<file path="src/rtl/shift_reg_sync_set_reset.sv">
// WIDTH-bit universal register: hold, load, shift left/right, optional rotate.
// Synchronous active-high reset and set; reset has priority over set.
module shift_reg_sync_set_reset #(
   parameter int WIDTH = 8
) (
   input  logic             clk,
   input  logic             reset,
   input  logic             set,
   input  logic [1:0]       mode,
   input  logic             rotate,
   input  logic [WIDTH-1:0] d,
   input  logic             sin_lsb,
   input  logic             sin_msb,
   output logic [WIDTH-1:0] q,
   output logic             msb_out,
   output logic             lsb_out
);

   localparam logic [1:0] MODE_HOLD  = 2'b00;
   localparam logic [1:0] MODE_LOAD  = 2'b01;
   localparam logic [1:0] MODE_SHL   = 2'b10;
   localparam logic [1:0] MODE_SHR   = 2'b11;

   generate
      if (WIDTH < 2) begin : g_bad_width
         $error("shift_reg_sync_set_reset: WIDTH must be >= 2");
      end
   endgenerate

   logic [WIDTH-1:0] nxt;
   logic             left_in;
   logic             right_in;

   // Per-bit 4:1 mode mux; rotate swaps the serial inputs for the far-end bit
   always_comb begin
      left_in  = rotate ? q[WIDTH-1] : sin_lsb;
      right_in = rotate ? q[0]       : sin_msb;
      nxt      = q;
      unique case (mode)
         MODE_HOLD: nxt = q;
         MODE_LOAD: nxt = d;
         MODE_SHL:  nxt = {q[WIDTH-2:0], left_in};
         MODE_SHR:  nxt = {right_in, q[WIDTH-1:1]};
      endcase
   end

   // State register: reset beats set, set beats the mode mux
   always_ff @(posedge clk) begin
      if (reset) begin
         q <= '0;
      end else if (set) begin
         q <= '1;
      end else begin
         q <= nxt;
      end
   end

   assign msb_out = q[WIDTH-1];
   assign lsb_out = q[0];

endmodule

</file>
<file path="config.mk">
export PLATFORM = sky130hd
export DESIGN_NAME = shift_reg_sync_set_reset
export DESIGN_NICKNAME = d
export VERILOG_FILES = /design/src/rtl/shift_reg_sync_set_reset.sv
export SDC_FILE = /design/constraint.sdc
export NUM_CORES = 1
export LEC_CHECK = 0
export BUFFER_PORTS_ARGS = -buffer_cell sky130_fd_sc_hd__buf_2
export CAP_MARGIN = 20
export CORE_AREA = 4 4 41 43
export CTS_CLUSTER_SIZE = 8
export DETAILED_ROUTE_END_ITERATION = 12
export DIE_AREA = 0 0 45 47
export PLACE_DENSITY = 0.73
export SYNTH_ARGS = -nofsm -noshare
export SYNTH_HDL_FRONTEND = slang
export SYNTH_SLANG_ARGS = --single-unit
</file>
<file path="constraint.sdc">
create_clock -name clk -period 1.4 [get_ports clk]
set_input_delay 0.07 -clock clk [delete_from_list [all_inputs] [get_ports clk]]
set_output_delay 0.07 -clock clk [all_outputs]
set_load 0.1 [all_outputs]
</file>
==> qor.txt, run 1 <==
outcome: completed
Synth top area share: 0.3232
clock slew seen by the registers of the worst setup and hold paths: 60 ps
post-detailed-route wirelength per cell: 13.29 µm
vias post-DR: 437
initial core utilization: 0.3808
Setup Buffers After CTS: 0
CTS Sinks: 8
Critical Path RT: 1330 ps
All-Layer GR Usage: 0.1329
IO Count: 26
worst-margin pin slew: 488.1 ps
die width: 45 µm
Max Fclk: 895.4 MHz
post-synthesis sequential area ratio: 0.3232
top flop regs: q (8)
antenna viol nets, final: 0
switching share of power: 0.4303
sw power: 325.5 µW
Die Y: 47 µm
TNS Setup: 0 ps
critical path's top delay family: buffers and inverters
CTS Root Cell: clkbuf_4
half-perimeter wire length after placement: 824.9 µm
worst path bufs/invs: 1
Core Util, Final: 0.4856
Resized Gates After CTS: 0
#FFs+latches synth: 8
Seq pwr share: 0.359
Critical Path Start Type: flop
max cap viols: 0
share of post-route cells with drive strength above 1: 0.5507
site row count: 13
CTS Hold Bufs: 0
fin. max-slew vios: 0
DRT iter0 DRCs: 7
Pre-antenna DRT Iters: 4
critical setup path kind: flop to output port
WP data arrival: 1050 ps
CP max-delay cell: buf_2
GRT Residual Overflow: 0
first-pass GRT wire length: 1938 µm
antenna violations before repair: 0
Final Setup Violations: 0
Nets: 87
hold crit path type: input pin to flop
leak pwr: 0.0003060 µW
Worst Setup End Kind: output port
Die ar.: 2115 µm²
Hold Violations, Final: 0
Final period util: 0.7977
Syn. warnings: 0
cell internal pwr: 431.0 µW
most flop-heavy register: q
RSZ-0062 raised after global routing: no
Tmin final: 1117 ps
clock network power share: 0.234
Via density: 5.202
Clock Path Buffers: 2
syn_area_per_cell: 10.54 µm²
Syn Nets: 63
Post-Syn Area: 495.5 µm²
# diodes: 0
largest net degree at the start of global routing: 14
Synth area leader: dfxtp_1
Mapped Cells: 47
Worst Path Max Fanout: 5
logic gate share of total power: 0.407
CTS tree: built
area delta synth->final: 27.53%
relative slew slack: 0.6768
Max IR drop VDD: 0.5067 mV
final clock skew: 4.867 ps
Cell Pwr Density: 1197 nW/µm²
port buffer count: 25
vias in the first global route: 447
total CTS buffers: 3
Synth cell types: 17
clk_lat worst skew: 250 ps
CP peak stage delay: 430 ps
final WL: 1116 µm
htree depth: 1
Placer Congestion: 0.7409
core area: 1301 µm²
critical-path cell list: buf_2
max reg flops: 8
largest cells by area after synthesis: dfxtp_1 32%, mux4_1 21%, nor2_1 11%
# DRC: 0
==> cell families (layout without fill, tap and decap cells) <==
logic type	after synthesis	count (layout)	share of synthesized area
buf+inv	6	28	0.08079
simple gates	19	19	0.1641
mux	9	9	0.3636
compound gates	5	5	0.06820
flops	8	8	0.3232
==> routing by layer <==
| layer | up-vias | share of wire | global-route usage |
|---|---|---|---|
| met1 | 198 | 0.44 | 0.1608 |
| met5 | - | 0 | 0 |
| met3 | 2 | 0.080 | 0.04598 |
| li1 | 217 | - | - |
| met4 | 0 | 0.0027 | 0.08772 |
| met2 | 20 | 0.47 | 0.2006 |
==> synth_stat cells, drive strengths merged <==
cell	number
nor2b	1
nor2	14
o22a	1
a31oi	1
nor4	1
nand2	1
o31a	1
nand2b	2
dfxtp	8
mux2i	3
a21oi	2
buf	6
mux4	6
==> final cells by class <==
cell class	instances	area, µm²
Fill cell	131	669.4
Clock buffer	3	22.52
Tap cell	15	18.77
Multi-Input combinational cell	33	295.3
Sequential cell	8	170.2
Timing Repair Buffer	25	125.1
==> final timing paths <==
| check | startpoint | to | slack (ps) | cells past startpoint |
|---|---|---|---|---|
| hold / removal | reset | q[6]$_SDFFE_PP0P_ | 80 | 2 |
| hold reg to reg | q[1]$_SDFFE_PP0P_ | q[0]$_SDFFE_PP0P_ | 570 | 2 |
| setup reg to reg | q[3]$_SDFFE_PP0P_ | q[4]$_SDFFE_PP0P_ | 330 | 3 |
| setup / recovery | q[0]$_SDFFE_PP0P_ | lsb_out | 280 | 1 |
==> stage by stage <==
| step | cells | instance area, µm² | setup slack (ps) | hold slack (ps) | total power [µW] |
|---|---|---|---|---|---|
| final | 84 | 631.9 | 283.2 | 79.53 | 756.5 |
| after floorplan | 47 | 505.5 | 118.9 | 331.5 | 538.0 |
| after global placement | 81 | 609.3 | 247.9 | 356.4 | 582.6 |
| after global routing | 84 | 631.9 | 239.0 | 74.85 | 799.0 |
| after CTS | 84 | 631.9 | 274.6 | 70.65 | 765.8 |
| after detailed placement | 81 | 609.3 | 215.0 | 345.5 | 584.6 |
==> layout by cell type, fill, tap and decap left out, drive strengths merged <==
master	count
nand2b	2
nor2	14
dfxtp	8
a21oi	2
mux4	6
buf	25
a31oi	1
o22a	1
nor4	1
o31a	1
nor2b	1
mux2i	3
clkbuf	3
nand2	1
==> power groups by stage <==
stage / Clock, µW / Sequential (µW) / Combinational [µW]
finish: 177 / 271 / 308
global route: 200 / 275 / 323
CTS: 186 / 271 / 309
detailed placement: 0 / 276 / 309
global placement: 0 / 275 / 308
floorplan: 0 / 413 / 125
Power figures use the tool's default switching activity.
==> run 2: changes to the inputs <==
--- a/config.mk
+++ b/config.mk
@@ -5,12 +5,13 @@
 export SDC_FILE = /design/constraint.sdc
 export NUM_CORES = 1
 export LEC_CHECK = 0
+export ABC_AREA = 1
 export BUFFER_PORTS_ARGS = -buffer_cell sky130_fd_sc_hd__buf_2
 export CAP_MARGIN = 20
-export CORE_AREA = 4 4 41 43
+export CORE_AREA = 4 4 43 45
 export CTS_CLUSTER_SIZE = 8
 export DETAILED_ROUTE_END_ITERATION = 12
-export DIE_AREA = 0 0 45 47
+export DIE_AREA = 0 0 47 49
 export PLACE_DENSITY = 0.73
 export SYNTH_ARGS = -nofsm -noshare
 export SYNTH_HDL_FRONTEND = slang
==> constraint.sdc (replaced) <==
create_clock -name clk -period 0.9 [get_ports clk]
set_input_delay 0.045 -clock clk [delete_from_list [all_inputs] [get_ports clk]]
set_output_delay 0.045 -clock clk [all_outputs]
set_load 0.1 [all_outputs]
==> run 2 against run 1 <==
Net effect: final cell count up 68%; routed wire length up 29%; area after synthesis up 9.6%; critical path depth unchanged; non-clock buffer count up 2; synthesized cell count up 110%; total power up 78%.
==> qor.txt, run 2 <==
outcome: completed
hold slack: 90.62 ps (+11.09 ps)
CP max-delay cell: dfxtp_4
top cells by count, synth: 27 x nand2_1, 18 x inv_1, 17 x nor2_1
#FFs+latches synth: 8 (unchanged)
Mapped Cells: 98 (+110%)
top flop regs: q (8)
worst-margin pin slew: 208.3 ps (-279.8 ps)
EDFF count, synth: 0 (unchanged)
Final period util: 0.9741
clock slew seen by the registers of the worst setup and hold paths: 60 ps (about the same)
Max Fclk: 1141 MHz
Syn. warnings: 0 (unchanged)
critical-path cell list: buf_12
Worst Path Max Fanout: 5 (unchanged)
CTS tree: built
Final Setup Violations: 0 (unchanged)
WP data arrival: 830 ps (-220 ps)
vias in the first global route: 560 (+25%)
commonest non-fill, non-tap cell in the layout: nand2_1
Syn Nets: 114 (+81%)
Synth top area share: 0.2949 (-0.02830)
GRT Residual Overflow: 0 (unchanged)
# diodes: 0 (unchanged)
Critical Path Start Type: flop
leak pwr: 0.0004662 µW (+52%)
hold crit path type: input pin to flop
most frequent cells in the layout: 27 x nand2_1, 18 x inv_1, 17 x nor2_1, 15 x buf_2, 10 x buf_12
critical path's top delay family: flip-flops
Placer Congestion: 0.8076 (+9.0%)
total CTS buffers: 3 (unchanged)
Post-Syn Area: 543.0 µm² (+9.6%)
Die Y: 49 µm (+4.3%)
Tmin final: 876.7 ps
worst reg2reg path depth: 4 (+1)
final clock skew: 0.9877 ps (-3.880 ps)
max reg flops: 8 (unchanged)
largest net degree at the start of global routing: 9 (-5)
syn_area_per_cell: 5.541 µm² (-47%)
flop2flop setup slack: 140 ps (-190 ps)
critical setup path kind: flop to output port
post-synthesis sequential area ratio: 0.2949 (-0.02830)
max cap viols: 0 (unchanged)
Die ar.: 2303 µm² (+8.9%)
CP peak stage delay: 390 ps (-40 ps)
R2R Path End: q[0]$_SDFFE_PP0P_
core area: 1471 µm² (+13%)
largest cells by area after synthesis: dfxtp_1 29%, nand2_1 19%, inv_1 12%
most frequent cell after synthesis: nand2_1
port buffer count: 25 (unchanged)
# DRC: 0 (unchanged)
CTS Root Cell: clkbuf_4
Async SR Flop Fraction: 0 (unchanged)
Hold Path Stages: 5 (+3)
Via density: 4.667 (-10%)
CTS Hold Bufs: 0 (unchanged)
site row count: 14 (+1)
htree depth: 1 (unchanged)
post-detailed-route wirelength per cell: 10.20 µm (-23%)
Max IR drop VDD: 0.7149 mV (+41%)
TNS Setup: 0 ps (unchanged)
Cell Pwr Density: 1526 nW/µm² (+27%)
All-Layer GR Usage: 0.1394 (+0.006530)
Nets: 143 (+64%)
most flop-heavy register: q
clk_lat worst skew: 260 ps (about the same)
final WL: 1438 µm (+29%)
Synth cell types: 12 (-5)
Pre-antenna DRT Iters: 4 (unchanged)
Hold Violations, Final: 0 (unchanged)
first-pass GRT wire length: 2352 µm (+21%)
DRT iter0 DRCs: 15 (+8)
filler instances: 144 (+9.9%)
share of post-route cells with drive strength above 1: 0.3360 (-0.2147)
worst path bufs/invs: 1 (unchanged)
area delta synth->final: 62.67%
Critical Path RT: 850 ps (-480 ps)
relative slew slack: 0.8610 (+0.1841)
worst r2r src: q[7]$_SDFFE_PP0P_
initial core utilization: 0.3690 (-0.01172)
RSZ-0062 raised after global routing: yes
CTS Sinks: 8 (unchanged)
fin. max-slew vios: 0 (unchanged)
IO Count: 26 (unchanged)
Worst Hold Launch: set
half-perimeter wire length after placement: 1120 µm (+36%)
ys flop type: dfxtp_1
antenna viol nets, final: 0 (unchanged)
die width: 47 µm (+4.4%)
Worst Setup End Kind: output port
Min-Delay Endpoint: q[0]$_SDFFE_PP0P_
antenna violations before repair: 0 (unchanged)
vias post-DR: 658 (+51%)
Clock Path Buffers: 2 (unchanged)
Synth area leader: dfxtp_1
==> run 2: metal layers <==
| metal | up-vias | global-route usage | wire, µm |
|---|---|---|---|
| li1 | 350 | - | - |
| met4 | 0 | 0.08295 | 38 |
| met5 | - | 0 | 0 |
| met1 | 284 | 0.1626 | 597 |
| met3 | 5 | 0.05166 | 129 |
| met2 | 19 | 0.2081 | 673 |
==> run 2: cells by family after synthesis <==
family	after synthesis	share of synthesized area
simple gates	51	0.3756
compound gates	17	0.1567
buf+inv	22	0.1728
flops	8	0.2949
==> run 2: how the worst max path moves through the flow <==
stage,slack [ps],depth (start not counted),to,startpoint
floorplan,-20,1,q[0],q[0]$_SDFFE_PP0P_
global placement,90,7,q[4]$_SDFFE_PP0P_,mode[1]
detailed placement,30,7,q[3]$_SDFFE_PP0P_,mode[1]
CTS,20,1,q[0],q[0]$_SDFFE_PP0P_
global route,-9,1,q[0],q[0]$_SDFFE_PP0P_
finish,20,1,msb_out,q[7]$_SDFFE_PP0P_
==> run 2: repair_timing <==
action	4_1_cts	5_1_grt
hold endpoints to repair	0	0
endpoints found under the setup margin	0	4
buffers inserted	0	0
resized for setup	0	0
==> run 2: cell type report <==
type	count	area (µm²)	area share
clock buffer	3	22.52	0.02550
inverter	19	71.32	0.08074
multi-input combinational	68	289.0	0.3272
sequential	8	190.2	0.2153
tap	16	20.02	0.02266
timing repair buffer	27	290.3	0.3286
==> run 2: where the power goes <==
| group | internal (µW) | leakage [µW] | switching (µW) |
|---|---|---|---|
| combinational | 221 | 0.000381 | 398 |
| clock | 154 | 0.0000138 | 136 |
| sequential | 386 | 0.0000711 | 53.4 |
==> run 2: worst register-to-register path: stages, from the launching register on <==
cell	delay [ps]
dfxtp_4	390
nand2_1	60
a21oi_1	120
nor2_1	60
nor2_1	70
==> run 2: through the flow <==
stage	instances	setup slack (ps)	util	power, µW	cell area [µm²]
5_1_grt	141	-8.939	0.6003	1417	883.3
3_5_place_dp	138	32.73	0.5850	1068	860.8
3_3_place_gp	138	89.02	0.5850	1061	860.8
6_report	141	23.33	0.6003	1348	883.3
4_1_cts	141	15.66	0.6003	1361	883.3
2_1_floorplan	98	-22.11	-	828.0	573.1
